**src/rtl/div3_recon_if.sv**
```systemverilog
// Handshake bundle for the divide-by-3 reconstruction unit.
// The ports under DIV3_RECON_CHECK_EN (expected/mismatch) exist only when that
// macro is defined.
interface div3_recon_if #(
  parameter int SIZE = 20
);
  logic            in_valid;
  logic            in_ready;
  logic [SIZE-1:0] quotient;
  logic [1:0]      reminder;
  logic            out_valid;
  logic            out_ready;
  logic [SIZE+1:0] dividend;
  logic            rem_err;
`ifdef DIV3_RECON_CHECK_EN
  logic [SIZE-1:0] expected;
  logic            mismatch;

  modport master (
    output in_valid, quotient, reminder, out_ready, expected,
    input  in_ready, out_valid, dividend, rem_err, mismatch
  );

  modport slave (
    input  in_valid, quotient, reminder, out_ready, expected,
    output in_ready, out_valid, dividend, rem_err, mismatch
  );
`else
  modport master (
    output in_valid, quotient, reminder, out_ready,
    input  in_ready, out_valid, dividend, rem_err
  );

  modport slave (
    input  in_valid, quotient, reminder, out_ready,
    output in_ready, out_valid, dividend, rem_err
  );
`endif
endinterface

```
**src/rtl/div3_recon.sv**
```systemverilog
// Bit-serial rebuild of dividend = 3*quotient + reminder, LSB first.
// 3q is formed as q + (q << 1), so each step adds q[i], q[i-1] and the carry.
// Optional compare against a reference dividend: define DIV3_RECON_CHECK_EN.
//
// state | meaning
// IDLE  | waiting for an operand pair, in_ready high
// RUN   | producing one result bit per clock, SIZE+2 clocks
// DONE  | result held, out_valid high until out_ready
module div3_recon #(
  parameter int SIZE = 20
) (
  input logic         sys_clock,
  input logic         reset,
  div3_recon_if.slave bus
);
  localparam int CW = $clog2(SIZE + 2);
  localparam logic [CW-1:0] LAST_BIT = CW'(SIZE + 1);

  typedef enum logic [1:0] {IDLE, RUN, DONE} state_t;

  state_t          state;
  logic [SIZE-1:0] q_sr;
  logic            q_prev;
  logic [1:0]      carry;
  logic [CW-1:0]   bit_cnt;
  logic [SIZE+1:0] result;
  logic            in_ready_r;
  logic            out_valid_r;
  logic            rem_err_r;
  logic [2:0]      bit_sum;
  logic [SIZE+1:0] result_nxt;
`ifdef DIV3_RECON_CHECK_EN
  logic [SIZE-1:0] exp_q;
  logic            mismatch_r;
`endif

  // One column of q + 2q + carry; zero fill of q_sr supplies q[k]=0 past the top.
  always_comb begin
    bit_sum    = {2'b00, q_sr[0]} + {2'b00, q_prev} + {1'b0, carry};
    result_nxt = {bit_sum[0], result[SIZE+1:1]};
  end

  // Sequencer and datapath; outputs are registered and cleared by reset.
  always_ff @(posedge sys_clock or posedge reset) begin
    if (reset) begin
      state       <= IDLE;
      q_sr        <= '0;
      q_prev      <= 1'b0;
      carry       <= 2'd0;
      bit_cnt     <= '0;
      result      <= '0;
      in_ready_r  <= 1'b0;
      out_valid_r <= 1'b0;
      rem_err_r   <= 1'b0;
`ifdef DIV3_RECON_CHECK_EN
      exp_q       <= '0;
      mismatch_r  <= 1'b0;
`endif
    end else begin
      case (state)
        IDLE: begin
          in_ready_r <= 1'b1;
          if (bus.in_valid && in_ready_r) begin
            q_sr       <= bus.quotient;
            q_prev     <= 1'b0;
            carry      <= bus.reminder;
            bit_cnt    <= '0;
            result     <= '0;
            rem_err_r  <= (bus.reminder == 2'd3);
            in_ready_r <= 1'b0;
            state      <= RUN;
`ifdef DIV3_RECON_CHECK_EN
            exp_q      <= bus.expected;
`endif
          end
        end
        RUN: begin
          q_sr    <= q_sr >> 1;
          q_prev  <= q_sr[0];
          carry   <= bit_sum[2:1];
          result  <= result_nxt;
          bit_cnt <= bit_cnt + CW'(1);
          if (bit_cnt == LAST_BIT) begin
            state       <= DONE;
            out_valid_r <= 1'b1;
`ifdef DIV3_RECON_CHECK_EN
            mismatch_r  <= (result_nxt != {2'b00, exp_q});
`endif
          end
        end
        DONE: begin
          if (bus.out_ready) begin
            out_valid_r <= 1'b0;
            in_ready_r  <= 1'b1;
            state       <= IDLE;
          end
        end
        default: state <= IDLE;
      endcase
    end
  end

  assign bus.in_ready  = in_ready_r;
  assign bus.out_valid = out_valid_r;
  assign bus.dividend  = result;
  assign bus.rem_err   = rem_err_r;
`ifdef DIV3_RECON_CHECK_EN
  assign bus.mismatch  = mismatch_r;
`endif
endmodule
```
**src/flat_wrapper.sv**
```systemverilog
// flat-port wrapper written by rule: the top's interface ports become plain ports
module div3_recon_flat 
#(
  parameter int SIZE = 20
)
  (sys_clock, reset, bus_in_valid, bus_quotient, bus_reminder, bus_out_ready, bus_in_ready, bus_out_valid, bus_dividend, bus_rem_err);
  div3_recon_if #(.SIZE(SIZE)) bus_i ();
  input logic sys_clock;
  input logic reset;
  input wire logic [$bits(bus_i.in_valid)-1:0] bus_in_valid;
  input wire logic [$bits(bus_i.quotient)-1:0] bus_quotient;
  input wire logic [$bits(bus_i.reminder)-1:0] bus_reminder;
  input wire logic [$bits(bus_i.out_ready)-1:0] bus_out_ready;
  output wire logic [$bits(bus_i.in_ready)-1:0] bus_in_ready;
  output wire logic [$bits(bus_i.out_valid)-1:0] bus_out_valid;
  output wire logic [$bits(bus_i.dividend)-1:0] bus_dividend;
  output wire logic [$bits(bus_i.rem_err)-1:0] bus_rem_err;
  assign bus_i.in_valid = bus_in_valid;
  assign bus_i.quotient = bus_quotient;
  assign bus_i.reminder = bus_reminder;
  assign bus_i.out_ready = bus_out_ready;
  assign bus_in_ready = bus_i.in_ready;
  assign bus_out_valid = bus_i.out_valid;
  assign bus_dividend = bus_i.dividend;
  assign bus_rem_err = bus_i.rem_err;
  div3_recon #(.SIZE(SIZE)) u_core (.sys_clock(sys_clock), .reset(reset), .bus(bus_i));
endmodule
```
**config.mk**
```make
export PLATFORM = sky130hd
export DESIGN_NAME = div3_recon_flat
export DESIGN_NICKNAME = d
export VERILOG_FILES = /design/src/rtl/div3_recon_if.sv /design/src/rtl/div3_recon.sv /design/src/flat_wrapper.sv
export SDC_FILE = /design/constraint.sdc
export NUM_CORES = 1
export LEC_CHECK = 0
export CAP_MARGIN = 25
export CORE_ASPECT_RATIO = 2
export CORE_MARGIN = 10
export CORE_UTILIZATION = 28
export CTS_CLUSTER_SIZE = 14
export DETAILED_ROUTE_END_ITERATION = 8
export HOLD_SLACK_MARGIN = 0.12
export SYNTH_ARGS = -nofsm -noshare
export SYNTH_HDL_FRONTEND = slang
export SYNTH_SLANG_ARGS = --single-unit
```
**constraint.sdc**
```tcl
create_clock -name sys_clock -period 5.4 [get_ports sys_clock]
set_input_delay 1.62 -clock sys_clock [delete_from_list [all_inputs] [get_ports sys_clock]]
set_output_delay 1.62 -clock sys_clock [all_outputs]
set_load 0.1 [all_outputs]
```
==> After elaboration in Yosys (flattened, before gate mapping) <==
Index checks and enable logic that the tools add are counted.
{ "totals": {"input_bits": 26, "word_cells": 49, "reg_bits": 55, "output_inout_bits": 25} }
{ "op_classes": {"n_addsub": 3, "mux": 20, "n_eq_ne": 7, "n_reduce_logical": 10} }
{ "ops": {"columns": ["cell", "count"], "rows": [
  ["case mux 22 bit (2 select lines)", 1],
  ["case mux 20 bit (2 select lines)", 1],
  ["two-way mux 22 bit", 1],
  ["two-way mux 20 bit", 1],
  ["case mux 5 bit (2 select lines)", 1],
  ["two-way mux 2 bit", 4],
  ["case mux 1 bit (2 select lines)", 3],
  ["case mux 2 bit (3 select lines)", 1],
  ["AND reduction 2 bit", 3],
  ["AND reduction 3 bit", 2],
  ["nonzero test 2 bit", 3],
  ["adder 5 x 1 -> 5 bit, second input constant", 1],
  ["== test 5 bit, second input constant", 1],
  ["two-way mux 1 bit", 5],
  ["two-way mux 5 bit", 1],
  ["== test 2 bit, second input constant", 2],
  ["!= test 2 x 1 -> 1 bit, second input constant", 2],
  ["case mux 2 bit (2 select lines)", 1],
  ["adder 3 x 2 -> 3 bit", 1],
  ["adder 1 x 1 -> 2 bit", 1],
  ["== test 2 x 1 -> 1 bit, second input constant", 1],
  ["logical NOT 2 bit", 1],
  ["!= test 2 bit, second input constant", 1],
  ["logical AND 1 bit", 1]
]} }

==> Longest topological paths before layout <==
{ "logic_depth": {"depth_word": 3, "ltp_mapped": 6, "ltp_nobuf": 5} }

==> Least setup slack after synthesis <==
No wires, ideal clock.
{ "synth_path": {"path_type": "register -> output", "start": "register u_core.in_ready_r (netlist: u_core.bus.in_ready)", "end": "output port bus_in_ready", "arrival_time_ns": 0.959, "path_stages_with_launch": 1, "path_slack_ns": 2.821, "path_buffers": 0, "t_required_ns": 3.780, "path_cell_list": "dfrtp_1"} }
{ "synth_rtl": {"columns": ["element", "line", "text"], "rows": [
  ["from (decl)", "div3_recon.sv:27", "logic in_ready_r;"],
  ["from (signal assigned)", "div3_recon.sv:52", "in_ready_r <= 1'b0;"],
  ["from (signal assigned)", "div3_recon.sv:62", "in_ready_r <= 1'b1;"],
  ["from (signal assigned)", "div3_recon.sv:70", "in_ready_r <= 1'b0;"],
  ["to (decl)", "flat_wrapper.sv:14", "output wire logic [$bits(bus_i.in_ready)-1:0] bus_in_ready;"]
]} }
No word-level cell between the ends.

==> Worst setup path after layout <==
{ "layout_path": {"start": "register u_core.in_ready_r (netlist: u_core.bus.in_ready)", "end": "output port bus_in_ready"} }
No word-level cell between the ends.

==> reports/metrics.cfg <==
[floorplan]
row_count=49
die_y_um=154
core_region_area_um2=8890
die_area_um2=13400
top_level_ports=51
die_width_um=87.1
initial_utilization_pct=28.4

[timing]
rsz0062_at_grt=false
slew_headroom_pct=32.2
finalSetupViolations=0
tightest_slew_ns=1.02
setup_tns_ns=0
setup_ws_ns=1.88
finalHoldViolCount=0
timing.final.crit_share_pct=65.2
fin_crit_ns=3.52
max_freq_mhz=284
drv_slew=0
finClkSkew_ns=0.00668

[clock_network]
cts.htree.levels=2
hold_buffers=0
clk_pin_slew_ns=0.07
cts_buffers=5
cts.sink_count=55
clk_latency_ns=0.29
cts_tree=built
clk_path_buf_depth=2
root_buffer=clkbuf_16
cts_setup_buffers=0
ctsResizeCount=0

[critical_path]
critPathTopFamily=buffers and inverters
timing.critical_path.cells=clkdlybuf4s50_1
reg2reg_slack_ns=3.42
slowest_stage=clkdlybuf4s50_1
path_max_fanout=7
cp.required_ns=3.78
r2r_cells=3
critPathLaunchType=flip-flop
critPathBufInv=1
r2r_start=u_core.state[0]
crit_type=flip-flop to output port
r2r-end=u_core.q_sr[19]
cp.arrival_ns=1.90
crit_path_end_kind=output port
max_stage_delay_ns=1.17
worstSetupPathDepth=1

[logic_synthesis]
synth_seq_cells=55
avgSynthCellArea_um2=9.24
synth.distinct_cells=30
syn_area_um2=2520
yosysWarnings=0
synth_cells=273
syn-num-nets=304
seq_area_frac_synth_pct=54.5

[cells_and_area]
synthToLayoutAreaGrowth_pct=25.7
fillCellCount=933
nets=345
final_util_pct=35.7
mostFrequentLayoutCell=nand2_1
final_cell_mix=nand2_1, dfrtp_1, clkdlybuf4s50_1, a21oi_1, nand3_1
diodes=0
design_area_um2=3170
drive_gt1_share_pct=5.08

[routing]
drt-total-wl_um=6340
first_iter_violations=111
drc=0
drt-vias-per-instance=4.89
wl_per_cell_um=15.2
vias=2041
drtAntennaViolNets=0
dr.pass1.iters=4

[placement]
dpl.hpwl_um=4300
place_congestion=0.726
place_area_um2=3020
io_buffer_count=50
dp_slack_ns=2.19

[outcome]
status=finished, final reports clean

[global_routing]
antenna_found_initial=0
first_global_vias=2044
grt_usage_pct=9.43
grt_pass1_wl_um=10200
grt-ovfl-total=0
grt_max_degree=56

[min_path]
min_from=u_core.bus.rem_err
hold_class=flip-flop to flip-flop
min_to=u_core.bus.rem_err
holdPathStages=2

[job]
drv_cap=0

## worst max-delay path by stage
stage,endpoint,slack (ns),from
floorplan,u_core.bit_cnt[0],2.44,reset
global placement,bus_in_ready,2.22,u_core.bus.in_ready
detailed placement,bus_in_ready,2.19,u_core.bus.in_ready
CTS,bus_in_ready,1.87,u_core.bus.in_ready
global route,bus_in_ready,1.81,u_core.bus.in_ready
finish,bus_in_ready,1.88,u_core.bus.in_ready
## worst reg2reg max path, stage by stage (launching register included)
cell	delay [ns]
dfrtp_1	0.54
and2b_2	0.90
nor2_1	0.16
a22o_1	0.28
## cells in the mapped netlist
cell type / instances / area (um2)
o21ai_1: 2 / 10.0
and3b_2: 1 / 10.0
a22o_1: 1 / 8.76
ha_1: 4 / 50.1
nor2_1: 16 / 60.1
nand2b_4: 1 / 13.8
nand2_2: 1 / 6.26
buf_6: 7 / 78.8
or3_1: 2 / 12.5
nand3_1: 26 / 130
o21ai_0: 3 / 15.0
fa_1: 1 / 20.0
o21a_1: 1 / 7.51
and2b_1: 1 / 7.51
a21oi_1: 29 / 145
nand2_1: 79 / 297
nand4bb_1: 1 / 11.3
a31oi_1: 10 / 62.6
buf_2: 5 / 25.0
a2bb2oi_1: 1 / 8.76
inv_1: 3 / 11.3
nand2b_1: 1 / 6.26
dfrtp_1: 55 / 1380
nand3b_1: 2 / 15.0
nand4b_1: 2 / 17.5
mux2_2: 1 / 11.3
nor3_1: 9 / 45.0
clkbuf_1: 1 / 3.75
and4bb_2: 1 / 12.5
buf_4: 6 / 45.0
## cell families (layout without fill, tap and decap cells)
group,count (synthesis),in the layout,share of synthesized area [%]
buf+inv,22,64,6.49
flops,55,55,54.5
compound gates,47,47,10.2
simple gates,143,143,25.5
fa+ha+maj,5,5,2.78
mux,1,1,0.446
## registers in the layout, indices dropped and copies added (netlist names)
name and flops:
u_core.bus.out_valid 1, u_core.bus.in_ready 1, u_core.q_sr 20, u_core.bus.dividend 22, u_core.state 2, u_core.bit_cnt 5, u_core.carry 2, u_core.q_prev 1
u_core.bus.rem_err 1
## layout make-up
type / instances / area [um2] / area share, %
Clock buffer: 7 / 133 / 4.18
Clock inverter: 1 / 5.00 / 0.158
Inverter: 3 / 11.3 / 0.355
Multi-Input combinational cell: 196 / 985 / 31.0
Sequential cell: 55 / 1380 / 43.4
Tap cell: 102 / 128 / 4.02
Timing Repair Buffer: 53 / 536 / 16.9
## per-layer routing
metal	share of wire, %	wire [um]	vias to the layer above	global-route usage, %
met5	0	0	-	0
met4	2.5	156	0	4.89
met3	3.8	243	9	2.31
met2	55	3490	37	16.7
met1	39	2450	997	9.80
li1	-	-	998	-
## stage by stage
stage | hold slack [ns] | std cells
4_1_cts | 0.481 | 416
3_5_place_dp | 0.465 | 408
6_report | 0.471 | 417
3_3_place_gp | 0.451 | 408
5_1_grt | 0.516 | 417
2_1_floorplan | 0.464 | 273
Power is not shown: default switching activity piles up to over one toggle a cycle in this logic, so the estimate is an artifact.
